File: config.mk
export PLATFORM = sky130hd
export DESIGN_NAME = ext_pipe_flat
export DESIGN_NICKNAME = d
export VERILOG_FILES = /design/src/rtl/ext_pipe_if.sv /design/src/rtl/ext_pipe.sv /design/src/flat_wrapper.sv
export SDC_FILE = /design/constraint.sdc
export NUM_CORES = 1
export LEC_CHECK = 0
export CAP_MARGIN = 20
export CORE_ASPECT_RATIO = 0.8
export CORE_UTILIZATION = 48
export DETAILED_ROUTE_END_ITERATION = 8
export DONT_BUFFER_PORTS = 1
export GPL_ROUTABILITY_DRIVEN = 0
export PLACE_DENSITY = 0.72
export SLEW_MARGIN = 20
export SYNTH_ARGS = -nofsm -noshare
export SYNTH_HDL_FRONTEND = slang
export SYNTH_SLANG_ARGS = --single-unit
File: constraint.sdc
create_clock -name clock -period 6.2 [get_ports clock]
set_input_delay 1.24 -clock clock [delete_from_list [all_inputs] [get_ports clock]]
set_output_delay 1.24 -clock clock [all_outputs]
set_load 0.02 [all_outputs]
File: src/rtl/ext_pipe_if.sv
// Producer/consumer handshake bundle for the immediate-extension buffer.
// The slave modport is the buffer's view; master is the surrounding pipeline.
interface ext_pipe_if #(
    parameter int IN_W  = 17,
    parameter int OUT_W = 32
);
    logic             in_valid;
    logic             in_ready;
    logic [IN_W-1:0]  in_imm;
    logic [1:0]       in_mode;
    logic             out_valid;
    logic             out_ready;
    logic [OUT_W-1:0] out_data;

    modport slave (
        input  in_valid, in_imm, in_mode, out_ready,
        output in_ready, out_valid, out_data
    );

    modport master (
        output in_valid, in_imm, in_mode, out_ready,
        input  in_ready, out_valid, out_data
    );
endinterface

File: src/rtl/ext_pipe.sv
// Immediate extender feeding a small FIFO: values are widened at push time
// (sign, zero, upper, branch-offset) and drained in strict order.
module ext_pipe #(
    parameter int IN_W  = 17,
    parameter int OUT_W = 32,
    parameter int DEPTH = 2,
    parameter int SHAMT = 2
) (
    input  logic                         clock,
    input  logic                         reset,
    input  logic                         flush,
    ext_pipe_if.slave                    bus,
    output logic [$clog2(DEPTH+1)-1:0]   count
);
    localparam int EXT_W = OUT_W - IN_W;
    localparam int PTR_W = (DEPTH > 1) ? $clog2(DEPTH) : 1;
    localparam int CNT_W = $clog2(DEPTH + 1);

    typedef enum logic [1:0] {
        MODE_SIGN   = 2'd0,
        MODE_ZERO   = 2'd1,
        MODE_UPPER  = 2'd2,
        MODE_BRANCH = 2'd3
    } mode_e;

    logic [OUT_W-1:0] mem [DEPTH];
    logic [PTR_W-1:0] rd_ptr;
    logic [PTR_W-1:0] wr_ptr;
    logic             push;
    logic             pop;

    function automatic logic [OUT_W-1:0] extend(input logic [IN_W-1:0] imm, input mode_e mode);
        logic [OUT_W-1:0] sext;
        sext = {{EXT_W{imm[IN_W-1]}}, imm};
        case (mode)
            MODE_SIGN:   extend = sext;
            MODE_ZERO:   extend = {{EXT_W{1'b0}}, imm};
            MODE_UPPER:  extend = {imm, {EXT_W{1'b0}}};
            MODE_BRANCH: extend = sext << SHAMT;
            default:     extend = sext;
        endcase
    endfunction

    // Explicit wrap so non-power-of-two depths never index past the last entry.
    function automatic logic [PTR_W-1:0] ptr_inc(input logic [PTR_W-1:0] p);
        ptr_inc = (p == PTR_W'(DEPTH - 1)) ? '0 : p + 1'b1;
    endfunction

    assign bus.in_ready  = (count != CNT_W'(DEPTH));
    assign bus.out_valid = (count != '0);
    assign bus.out_data  = bus.out_valid ? mem[rd_ptr] : '0;

    assign push = bus.in_valid  && bus.in_ready;
    assign pop  = bus.out_valid && bus.out_ready;

    always_ff @(posedge clock or posedge reset) begin
        if (reset) begin
            rd_ptr <= '0;
            wr_ptr <= '0;
            count  <= '0;
        end else if (flush) begin
            rd_ptr <= '0;
            wr_ptr <= '0;
            count  <= '0;
        end else begin
            if (push) wr_ptr <= ptr_inc(wr_ptr);
            if (pop)  rd_ptr <= ptr_inc(rd_ptr);
            case ({push, pop})
                2'b10:   count <= count + 1'b1;
                2'b01:   count <= count - 1'b1;
                default: count <= count;
            endcase
        end
    end

    // NOTE: storage has no reset; validity is tracked by count alone and
    // out_data is masked while empty, so stale contents are never observed.
    always_ff @(posedge clock) begin
        if (push && !flush) begin
            mem[wr_ptr] <= extend(bus.in_imm, mode_e'(bus.in_mode));
        end
    end
endmodule
File: src/flat_wrapper.sv
// flat-port wrapper written by rule: the top's interface ports become plain ports
module ext_pipe_flat 
#(
    parameter int IN_W  = 17,
    parameter int OUT_W = 32,
    parameter int DEPTH = 2,
    parameter int SHAMT = 2
)
  (clock, reset, flush, count, bus_in_valid, bus_in_imm, bus_in_mode, bus_out_ready, bus_in_ready, bus_out_valid, bus_out_data);
  ext_pipe_if #(.IN_W(IN_W), .OUT_W(OUT_W)) bus_i ();
  input  logic clock;
  input  logic reset;
  input  logic flush;
  output logic [$clog2(DEPTH+1)-1:0] count;
  input wire logic [$bits(bus_i.in_valid)-1:0] bus_in_valid;
  input wire logic [$bits(bus_i.in_imm)-1:0] bus_in_imm;
  input wire logic [$bits(bus_i.in_mode)-1:0] bus_in_mode;
  input wire logic [$bits(bus_i.out_ready)-1:0] bus_out_ready;
  output wire logic [$bits(bus_i.in_ready)-1:0] bus_in_ready;
  output wire logic [$bits(bus_i.out_valid)-1:0] bus_out_valid;
  output wire logic [$bits(bus_i.out_data)-1:0] bus_out_data;
  assign bus_i.in_valid = bus_in_valid;
  assign bus_i.in_imm = bus_in_imm;
  assign bus_i.in_mode = bus_in_mode;
  assign bus_i.out_ready = bus_out_ready;
  assign bus_in_ready = bus_i.in_ready;
  assign bus_out_valid = bus_i.out_valid;
  assign bus_out_data = bus_i.out_data;
  ext_pipe #(.IN_W(IN_W), .OUT_W(OUT_W), .DEPTH(DEPTH), .SHAMT(SHAMT)) u_core (.clock(clock), .reset(reset), .flush(flush), .bus(bus_i), .count(count));
endmodule
==> results of run 1 <==
synth_stat cells (all sizes together) (2+ instances only):
cell type	count	share of area [%]
edfxtp	64	63
mux2i	35	12
nor2	35	4.3
a21oi	19	3.1
o21ai	16	2.6
buf	14	2.8
a22o	13	3.8
inv	5	0.62
dfrtp	4	3.3
nor2b	3	0.70
nand2	2	0.25
nor3b	2	0.50
routing by layer:
layer  global-route usage (%)  vias up  share of wire, %
met5                        0        -                 0
met4                     6.88        0               1.2
met3                     7.50       10               6.6
met2                     28.5       49                46
met1                     24.5      848                46
li1                         -      835                 -
cell families (layout without fill, tap and decap cells):
| logic type | Yosys count | count (layout) | share of synthesized area, % |
|---|---|---|---|
| AO/OA/AOI/OAI | 52 | 52 | 10.5 |
| XOR/XNOR | 1 | 1 | 0.289 |
| buffers and inverters | 20 | 24 | 3.55 |
| flip-flops | 68 | 68 | 66.7 |
| multiplexers | 35 | 35 | 11.6 |
| AND/OR/NAND/NOR | 49 | 49 | 7.39 |
critical path: cells and delay by family, from the launching register on:
kind	cells	cell delay, ns
and+or+nand+nor	2	0.74
buffers and inverters	1	0.35
DFF	1	0.53
area by class of cell:
class | instances | area (um2)
timing repair buffer | 3 | 22.5
multi-input combinational | 137 | 915
clock buffer | 9 | 124
fill | 523 | 2710
tap | 81 | 101
inverter | 5 | 18.8
clock inverter | 7 | 90.1
sequential | 68 | 2020
worst min-delay path by stage:
stage,cells after the start,slack (ns),endpoint
finish,2,0.59,u_core.wr_ptr$_DFFE_PP0P_
floorplan,2,0.53,u_core.wr_ptr$_DFFE_PP0P_
detailed placement,2,0.59,u_core.wr_ptr$_DFFE_PP0P_
global placement,2,0.56,u_core.wr_ptr$_DFFE_PP0P_
global route,2,0.64,u_core.wr_ptr$_DFFE_PP0P_
CTS,2,0.59,u_core.wr_ptr$_DFFE_PP0P_
cell usage in the layout (no fill, tap or decap), drive strengths merged:
cell type and n:
bufinv 2, dfrtp 4, inv 6, nand3b 1, nor2b 3, xor2 1, clkinvlp 1, clkinv 3
o211ai 1, nand3 1, o21bai 1, a21boi 1, mux2i 35, buf 3, and2 1, a21o 1
and2b 1, nand2 2, nor3 1, nor3b 2, or2 1, or3 1, a21oi 19, a22o 13
o21ai 16, edfxtp 64, clkbuf 9, nor2 35
flip-flops by register name (all words and copies together) (netlist names):
signal,count
u_core.wr_ptr,1
u_core.mem,64
u_core.rd_ptr,1
u_core.count,2
power breakdown:
| group | total (uW) | internal (uW) | switching [uW] |
|---|---|---|---|
| sequential | 543 | 526 | 16.7 |
| combinational | 104 | 34.9 | 69.0 |
| clock | 390 | 225 | 165 |
metrics by stage:
stage / total power [uW] / std cells / utilization [%]
2_1_floorplan: 643 / 225 / -
3_3_place_gp: 656 / 294 / 51.3
3_5_place_dp: 659 / 294 / 51.3
4_1_cts: 1050 / 310 / 54.9
5_1_grt: 1070 / 310 / 54.9
6_report: 1040 / 310 / 54.9
==> impl_metrics.ini, run 1 <==
[sta]
tightest_slew_ns = 0.985
relSlewSlack_pct = 34.3
period_share_pct = 52.0
worst_slack_ns = 2.98
period_minus_slack_ns = 3.22
setup_tns_ns = 0
setup_viol = 0
hold_violations = 0
fmax_mhz = 310
fin_hold_ws_ns = 0.595
final_max_slew_viol_count = 0
rsz0062_at_grt = false
fin_skew_ns = 0.00783

[run]
max_cap_violations = 0

[setup_path]
worstPathCellList = nor2_2 -> buf_4 -> nor2_1
endpoint_kind = output port
cp-endpoint = bus_out_data[0]
r2r-start = u_core.count[1]$_DFFE_PP0P_
reg2reg_depth = 5
critPathArrivalTime_ns = 1.98
timing.rr.end = u_core.mem[1][3]$_DFFE_PP_
critPathSlowestCell = nor2_2
max_stage_delay_ns = 0.58
crit_type = reg2out
r2r_slack_ns = 4.25
cp-start-kind = flip-flop
cp_max_fo = 18
crit_path_start = u_core.count[0]$_DFFE_PP0P_
worstPathRequired_ns = 4.96

[floorplanning]
coreArea_um2 = 6010
initial_utilization_pct = 50.5
rows = 25
die_w_um = 90.9
die-area_um2 = 6640
pin_count = 60
die_y_um = 73.1

[routing]
viasPerCell = 5.62
ant_nets = 0
vias = 1742
wire_per_inst_um = 19.0
drt_iter0_markers = 140
drcViolationCount = 0
routed_wl_um = 5880
first_pass_iters = 4

[clocking]
numClockSinks = 68
clk_pin_slew_worst_paths_ns = 0.07
clkLatencyLatePin_ns = 0.35
cts_made_buffers = 9
clock_path_buffers = 2
cts_setup_buffers = 0
root_buffer = clkbuf_8
postCtsHoldBufs = 0
htree_levels = 3
cts_tree = yes
cts_resized = 0

[synth]
ys_ff_latch = 68
synth_edf_count = 64
syn-cell-area_um2 = 3030
synth_ff_type = edfxtp_1
synth_nets = 249
postSynth.asyncResetShare_pct = 5.88
yosys_warnings = 0
ys_seq_area_share_pct = 66.7
synthCells = 225
ys_types = 28
syn_avg_cell_area_um2 = 13.5

[placed_design]
placed_area_um2 = 3080
dp_hpwl_um = 3900
io_buffers = 0
pre_cts_ws_ns = 3.30

[layout]
drive_gt1_share_pct = 11.8
design_area_um2 = 3290
nNetsFinal = 248
area_delta_synth_final_pct = 8.67
antenna_cells = 0

[grt]
grt_pass1_vias = 1652
grt_pass1_wl_um = 9040
grt_antenna_before_repair = 0
grt_max_degree = 34
grt.total_usage_pct = 18.7
grt_overflow = 0

[power]
power_density_nw_per_um2 = 315
p_leak_uw = 0.00110
vdd_drop_max_uv = 200

[hold_path]
hold_path.startpoint = u_core.wr_ptr$_DFFE_PP0P_
hp-class = reg2reg

[run_status]
status = completed
Note: power is estimated with default switching activity, not from simulation.
==> run 2: changes to the inputs <==
- clock period: 6.2 -> 3.21 ns (I/O delays scaled with it)
==> impl_metrics.ini, run 2 (synthesis results as in run 1) <==
[run]
max_cap_violations = 0

[floorplanning]
die_w_um = 90.9
initial_utilization_pct = 50.5
die-area_um2 = 6640
coreArea_um2 = 6010
rows = 25
pin_count = 60
die_y_um = 73.1

[layout]
area_delta_synth_final_pct = 9.53
regMostFlops = u_core.mem
reg_top3 = u_core.mem (64), u_core.count (2)
nNetsFinal = 251
layout_common_cells = 64 x edfxtp_1, 35 x mux2i_1, 34 x nor2_1
drive_gt1_share_pct = 12.1
layout.cells.non_filler = 312
layout_commonest_cell = edfxtp_1
largest_reg_flops = 64
design_area_um2 = 3320
antenna_cells = 0

[power]
switching_share_pct = 23.2
vdd_drop_max_uv = 285
combPwrFrac_pct = 11.3
power.internal_uw = 1520
p_sw_uw = 459
clock_power_share_pct = 36.4
p_leak_uw = 0.00112
power_density_nw_per_um2 = 595
seqPwrFrac_pct = 52.2

[routing]
ant_nets = 0
routed_wl_um = 5850
wire_per_inst_um = 18.7
drt_iter0_markers = 134
viasPerCell = 5.68
drcViolationCount = 0
vias = 1771
first_pass_iters = 4

[setup_path]
worstPathRequired_ns = 2.57
crit_type = reg2out
cp-start-kind = flip-flop
endpoint_kind = output port
cp_max_fo = 19
critPathArrivalTime_ns = 1.97

[placed_design]
io_buffers = 0
dp_hpwl_um = 4060
placed_area_um2 = 3120
pre_cts_ws_ns = 0.942
place_inst = 297

[sta]
setup_tns_ns = 0
hold_violations = 0
fin_skew_ns = 0.00394
final_max_slew_viol_count = 0
tightest_slew_ns = 0.650
period_share_pct = 81.4
relSlewSlack_pct = 56.6
setup_viol = 0
period_minus_slack_ns = 2.61
rsz0062_at_grt = false
fmax_mhz = 383
worst_slack_ns = 0.597
fin_hold_ws_ns = 0.0740

[clocking]
clock_path_buffers = 2
cts_resized = 0
clkLatencyLatePin_ns = 0.34
htree_levels = 3
clk_pin_slew_worst_paths_ns = 0.06
cts_setup_buffers = 0
numClockSinks = 68
root_buffer = clkbuf_8
postCtsHoldBufs = 0
cts_made_buffers = 9
cts_tree = yes

[run_status]
status = completed

[grt]
grt_pass1_vias = 1591
grt_antenna_before_repair = 0
grt_pass1_wl_um = 9030
grt_overflow = 0
grt_max_degree = 33
grt.total_usage_pct = 19.1

[hold_path]
hp-class = in2async
==> run 2: layer usage <==
layer	wire, um	share of wire (%)	up-vias	track usage (%)
met1	2520	43	865	24.4
li1	-	-	839	-
met2	2890	49	62	29.4
met3	380	6.5	5	8.13
met5	0	0	-	0
met4	52	0.89	0	6.88
==> run 2: per-stage QoR <==
stage / total power, uW / util (%)
after floorplan: 1240 / -
after global placement: 1270 / 51.9
after detailed placement: 1280 / 51.9
after CTS: 2000 / 55.3
after global routing: 2060 / 55.3
final: 1980 / 55.3
==> run 2: power by group through the flow <==
stage / Combinational (uW) / Sequential [uW] / Clock, uW
2_1_floorplan: 195 / 1050 / 0
3_3_place_gp: 222 / 1050 / 0
3_5_place_dp: 227 / 1050 / 0
4_1_cts: 227 / 1030 / 738
5_1_grt: 246 / 1040 / 780
6_report: 224 / 1030 / 720
==> run 2: area by class of cell <==
| cell class | count | area, um2 |
|---|---|---|
| fillers | 526 | 2690 |
| flip-flops and latches | 68 | 2020 |
| multi-input cells | 137 | 927 |
| clock buffers | 10 | 128 |
| well taps | 81 | 101 |
| clock inverters | 5 | 77.6 |
| repair buffers | 6 | 45.0 |
| inverters | 5 | 18.8 |
==> run 2: critical path, cell delays in order, from the launching register on <==
cell,delay [ns]
dfrtp_1,0.53
nor2_2,0.57
buf_4,0.36
nor2_1,0.17
==> run 2: worst paths after layout <==
path / start / end / slack, ns / depth (start not counted)
setup / recovery: u_core.count[0]$_DFFE_PP0P_ / bus_out_data[10] / 0.60 / 3
hold / removal: reset / u_core.wr_ptr$_DFFE_PP0P_ / 0.07 / 1
setup reg to reg: u_core.count[1]$_DFFE_PP0P_ / u_core.mem[0][14]$_DFFE_PP_ / 1.27 / 5
hold reg to reg: u_core.rd_ptr$_DFFE_PP0P_ / u_core.rd_ptr$_DFFE_PP0P_ / 0.61 / 2
max in group asynchronous: reset / u_core.rd_ptr$_DFFE_PP0P_ / 2.97 / 1
min in group clock: flush / u_core.count[0]$_DFFE_PP0P_ / 0.36 / 1
